[src/rtl/fetch_seq.sv]
// fetch_seq: fetch sequencer for a single-cycle instruction ROM.
// Owns the program counter and registers each ROM word into a one-entry slot.
// Decode drains the slot with a valid/ready handshake.
// Handles control-flow redirects.
// Optional feature macro: FETCH_HALT_EN enables halt-opcode detection and the HALT state.
// Without FETCH_HALT_EN, halted is tied low.
module fetch_seq #(
    parameter int unsigned PC_W    = 8,
    parameter int unsigned INS_W   = 32,
    parameter logic [5:0]  HALT_OP = 6'b111111
) (
    input  logic             clk,
    input  logic             rstd,
    output logic [PC_W-1:0]  mem_addr,
    input  logic [INS_W-1:0] mem_ins,
    output logic [INS_W-1:0] ins_out,
    output logic [PC_W-1:0]  ins_pc,
    output logic             ins_valid,
    input  logic             ins_ready,
    input  logic             redirect,
    input  logic [PC_W-1:0]  redirect_pc,
    output logic             halted,
    output logic [15:0]      fetch_count
);

`ifdef FETCH_HALT_EN
    localparam bit HaltEn = 1'b1;
`else
    localparam bit HaltEn = 1'b0;
`endif

    typedef enum logic [0:0] {StRun, StHalt} state_e;

    state_e           state_q, state_d;
    logic [PC_W-1:0]  pc_q, pc_d;
    logic [INS_W-1:0] ins_q, ins_d;
    logic [PC_W-1:0]  ins_pc_q, ins_pc_d;
    logic             valid_q, valid_d;
    logic [15:0]      cnt_q, cnt_d;

    logic accept;
    logic slot_free;
    logic halt_hit;

    assign accept    = valid_q && ins_ready;
    assign slot_free = !valid_q || ins_ready;
    // Only meaningful when halt detection is compiled in.
    assign halt_hit  = HaltEn && (mem_ins[31:26] == HALT_OP);

    // Next-state logic: redirect beats fetch, halt freezes the pc at the halt address.
    always_comb begin
        state_d  = state_q;
        pc_d     = pc_q;
        ins_d    = ins_q;
        ins_pc_d = ins_pc_q;
        valid_d  = valid_q;
        cnt_d    = cnt_q + 16'(accept);
        unique case (state_q)
            StRun: begin
                if (redirect) begin
                    pc_d    = redirect_pc;
                    valid_d = 1'b0;
                end else if (slot_free) begin
                    ins_d    = mem_ins;
                    ins_pc_d = pc_q;
                    valid_d  = 1'b1;
                    if (halt_hit) begin
                        state_d = StHalt;
                    end else begin
                        pc_d = pc_q + PC_W'(1);
                    end
                end
            end
            StHalt: begin
                if (redirect) begin
                    pc_d    = redirect_pc;
                    valid_d = 1'b0;
                    state_d = StRun;
                end else if (accept) begin
                    valid_d = 1'b0;
                end
            end
            default: state_d = StRun;
        endcase
    end

    // State registers with asynchronous active-low reset.
    always_ff @(posedge clk or negedge rstd) begin
        if (!rstd) begin
            state_q  <= StRun;
            pc_q     <= '0;
            ins_q    <= '0;
            ins_pc_q <= '0;
            valid_q  <= 1'b0;
            cnt_q    <= '0;
        end else begin
            state_q  <= state_d;
            pc_q     <= pc_d;
            ins_q    <= ins_d;
            ins_pc_q <= ins_pc_d;
            valid_q  <= valid_d;
            cnt_q    <= cnt_d;
        end
    end

    assign mem_addr    = pc_q;
    assign ins_out     = ins_q;
    assign ins_pc      = ins_pc_q;
    assign ins_valid   = valid_q;
    assign fetch_count = cnt_q;

`ifdef FETCH_HALT_EN
    assign halted = (state_q == StHalt);
`else
    assign halted = 1'b0;
`endif

endmodule

[config.mk]
export PLATFORM = sky130hd
export DESIGN_NAME = fetch_seq
export DESIGN_NICKNAME = d
export VERILOG_FILES = /design/src/rtl/fetch_seq.sv
export SDC_FILE = /design/constraint.sdc
export NUM_CORES = 1
export LEC_CHECK = 0
export CORE_UTILIZATION = 40
export CTS_BUF_LIST = sky130_fd_sc_hd__clkbuf_2
export CTS_CLUSTER_DIAMETER = 40
export CTS_CLUSTER_SIZE = 16
export DETAILED_ROUTE_END_ITERATION = 6
export GPL_TIMING_DRIVEN = 0
export HOLD_SLACK_MARGIN = 0.06
export MAX_ROUTING_LAYER = met4
export PLACE_DENSITY_LB_ADDON = 0.2
export SLEW_MARGIN = 20
export SYNTH_ARGS = -nofsm -noshare
export SYNTH_HDL_FRONTEND = slang
export SYNTH_SLANG_ARGS = --single-unit
[constraint.sdc]
create_clock -name clk -period 2.35 [get_ports clk]
set_input_delay 0.705 -clock clk [delete_from_list [all_inputs] [get_ports clk]]
set_output_delay 0.705 -clock clk [all_outputs]
set_load 0.05 [all_outputs]
======== Word-level counts from Yosys, hierarchy flattened ========
Index checks and enable logic that the tools add are counted.
word-level totals
  register bits after elaboration ......... 66
  latch bits .............................. 0
  memory bits (writable) .................. 0
  memory bits (read-only) ................. 0
  input port bits ......................... 44
  output and inout port bits .............. 66
  memories kept ........................... 0
cells by class
  $add $sub $neg .......................... 2
  $mul .................................... 0
  divide/modulo/power cells ............... 0
  order comparisons ....................... 0
  equal/unequal tests ..................... 3
  shifts and indexed selects .............. 0
  muxes and demuxes ....................... 11
  bitwise operators ....................... 2
  reductions and logical operators ........ 6
operator list
  kind                                            number
  two-way mux 8 bit                               3
  adder 16 x 1 -> 16 bit                          1
  one-hot mux 8 bit (2 select lines)              1
  adder 8 x 1 -> 8 bit (second input constant)    1
  two-way mux 1 bit                               5
  one-hot mux 1 bit (2 select lines)              2
  AND reduction 2 bit                             2
  != test 3 x 2 -> 1 bit (second input constant)  1
  != test 3 bit (second input constant)           1
  AND reduction 3 bit                             1
  != test 2 bit (second input constant)           1
  NOT 1 bit                                       2
  logical AND 1 bit                               1
  logical NOT 1 bit                               1
  logical OR 1 bit                                1

======== Longest topological paths before layout ========
  word-level depth ........................ 5
  mapped depth ............................ 7

======== Worst setup path before layout ========
No wires, ideal clock.
  path kind ............................... register to register
  from .................................... register valid_q (netlist: ins_valid)
  to ...................................... register cnt_q[12] (netlist: fetch_count[12])
  arrival time ............................ 1.816 ns
  data required time ...................... 2.268 ns
  path slack .............................. 0.452 ns
  stages on the path, launching flop included .. 8
  clock period less this slack ............ 1.898 ns
  cells stage by stage .................... dfrtp_1 -> nand3_1 -> inv_1 -> ha_1 -> nand4_1 -> or2_4 -> nor3_2 -> xor2_1
on the way
  cells in the longest elaborated chain, start to end .. 2
RTL lines
  item                    line  RTL
  from (decl)             38    logic valid_q, valid_d;
  from (signal assigned)  101   valid_q <= valid_d;
  logical AND 1 bit       45    assign accept = valid_q && ins_ready;
  adder 16 x 1 -> 16 bit  57    cnt_d = cnt_q + 16'(accept);
  net cnt_d[12]           39    logic [15:0] cnt_q, cnt_d;
  to (signal assigned)    102   cnt_q <= cnt_d;
  to (decl)               39
The timed path passes the listed nets, and every way through them passes these cells.
A chain may end at the register's enable or synchronous reset.

======== Final worst setup path ========
  from .................................... register cnt_q[5] (netlist: fetch_count[5])
  to ...................................... output fetch_count[5]
RTL lines
  item       line  RTL
  to (decl)  23    output logic [15:0] fetch_count
No word-level cell between the ends.

==> results.cfg <==
[power_and_ir_drop]
irDropWorstVdd_mv = 0.410
finalPower_mw = 3.49
power_density_mw_per_mm2 = 827
p_leak_nw = 2.05

[logic_synthesis]
yosysMostFrequentCell = dfrtp_1
netlist_area_sq_mm = 0.00296
synthArstFlopShare = 1.00
ys_top_cells_by_count = dfrtp_1, mux2_4, nand2_1, xnor2_1, nand3_1
ys_ff_latch = 66
ys_top_cells_by_area = dfrtp_1, mux2_4, xnor2_1, xor2_1, nand3_1
synth_area_leader_cell = dfrtp_1
yosysTopAreaCellShare = 0.559
yosysSeqAreaShare = 0.559
synth-edff-count = 0
yosysUniqueCellTypes = 39
avgSynthCellArea_sq_um = 14.1
yosysWarnings = 0
synth_flop_cell = dfrtp_1
synthCells = 209
synth_nets = 256

[final_layout]
nFillCells = 600
area_growth_pct = 42.9
drive_gt1_frac = 0.225
nets = 376
antenna_cells = 0
final_core_util = 0.605
fin_area_sq_mm = 0.00423

[timing]
clock.fmax_ghz = 0.455
tightest_slew_ns = 0.519
slew_headroom = 0.655
tns_ns = 0
fin_skew_ns = 0.0236
rsz0062_at_grt = false
period_minus_slack_ns = 2.20
final_max_slew_viol_count = 0
hold_viol_final = 0
setup_viol = 0
period_share = 0.936

[global_routing]
grt_usage = 0.173
gr-total-overflow = 0
grt_pass1_wl_um = 9720
grt_start_max_net_pins = 40
grt_antenna_before_repair = 0
first_global_vias = 1952

[min_path]
hp-class = in -> async

[routing]
ant_nets = 0
drt_drc_violations_left = 0
first_pass_iters = 4
initialDrtViolationCount = 35
wl_um = 6150
wire_per_inst_um = 14.3
vias = 2011
routed_via_density = 4.68

[setup_path]
cp.arrival_ns = 1.49
worstSetupPathType = reg -> out
crit_path_end_kind = output pin
crit_chain = dlygate4sd2_1
cp_slowest_cell = dlygate4sd2_1
cpLargestDelayFamily = buffers and inverters
reg2reg_slack_ns = 0.64
cp.required_ns = 1.64
path_max_fanout = 5
path_buf_inv = 1
cp-start-kind = register
max_stage_delay_ns = 0.56

[cts]
postCtsHoldBufs = 0
insertion_delay_ns = 0.46
root_buffer = clkbuf_2
cts.sinks = 66
cts_buffers = 9
clkTransAtPathRegs_ns = 0.19
cts_tree = done
h-tree-depth = 3
cts_buffer_depth = 2

[placed_design]
dp_hpwl_um = 4480
io_buffers = 108
gp_congestion = 0.871
placed_cell_area_sq_mm = 0.00418

[floorplan]
dieArea_sq_mm = 0.00774
pin_count = 110
initial_core_util = 0.423
die_w_um = 88.0
die_y_um = 88.0
core-area_sq_mm = 0.00698
num_rows = 30

[run_status]
outcome = finished clean

[flow_run]
cap_violations = 0
[layout by cell type (no fill, tap or decap), drive strengths merged]
cell type,instances
dfrtp,66
dlygate4sd2,65
clkdlybuf4s50,42
mux2,39
nand2,13
xnor2,12
clkbuf,11
nand3,10
nor2,9
buf,8
o21ai,7
xor2,6
nor3,6
inv,4
nand4,4
a21oi,4
ha,3
or2,3
clkinv,3
a22oi,2
bufinv,2
nor2b,2
and4,1
and3,1
and2,1
nand2b,1
nor4,1
nor4b,1
o21bai,1
o22ai,1
a31o,1
mux2i,1
o2bb2ai,1
conb,1
clkinvlp,1
[per-layer routing]
metal  up-vias  global-route usage  routed length [um]
li1        971                   -                   -
met1       970               0.220                2830
met2        62               0.266                2890
met3         8              0.0396                 353
met4         0              0.0715                  77
met5         -                   -                   0
[cell families after synthesis]
group,share of synthesized area
other cells,0.00127
simple gates,0.112
flops,0.559
compound gates,0.0355
mux,0.200
fa+ha+maj,0.0127
buf+inv,0.0267
xor+xnor,0.0533
[worst paths after layout]
| check | start | cells after the start | endpoint |
|---|---|---|---|
| setup / recovery | fetch_count[5] | 1 | fetch_count[5] |
| hold / removal | rstd | 1 | ins_pc[6] |
| setup reg to reg | ins_valid | 7 | fetch_count[14] |
| hold reg to reg | fetch_count[15] | 1 | fetch_count[15] |
| max in group asynchronous | rstd | 2 | ins_out[5] |
| min in group clk | fetch_count[15] | 1 | fetch_count[15] |
[what timing repair did]
action                     4_1_cts  5_1_grt
setup endpoints to repair       65        0
buffers inserted                 0        0
gates resized for setup         65        0
[registers in the layout, indices dropped and copies added (netlist names)]
register     cells
state_q          1
ins_out         32
ins_pc           8
mem_addr         8
ins_valid        1
fetch_count     16
[power by group]
part	leakage [nW]	total (mW)	internal (mW)	switching (mW)
Combinational	1.17	1.29	0.443	0.848
Clock	0.0793	0.752	0.350	0.401
Sequential	0.803	1.45	1.31	0.145
[per-stage QoR]
| stage | setup slack, ns | instances | hold slack [ns] |
|---|---|---|---|
| after floorplan | 0.452 | 209 | 0.409 |
| after global placement | -1.68 | 413 | 0.463 |
| after CTS | 0.0935 | 430 | 0.0896 |
| after detailed placement | -0.204 | 414 | 0.467 |
| final | 0.152 | 430 | 0.123 |
| after global routing | 0.0349 | 430 | 0.0803 |
[layout make-up]
type	count	area, sq um	share of cell area
sequential	66	1650	0.391
buffer	7	63.8	0.0151
multi-input combinational	132	1230	0.290
tap	96	120	0.0284
clock inverter	6	81.3	0.0192
inverter	4	15.0	0.00355
timing repair buffer	109	1020	0.241
clock buffer	10	50.0	0.0118
Note: power is estimated with default switching activity, not from simulation.
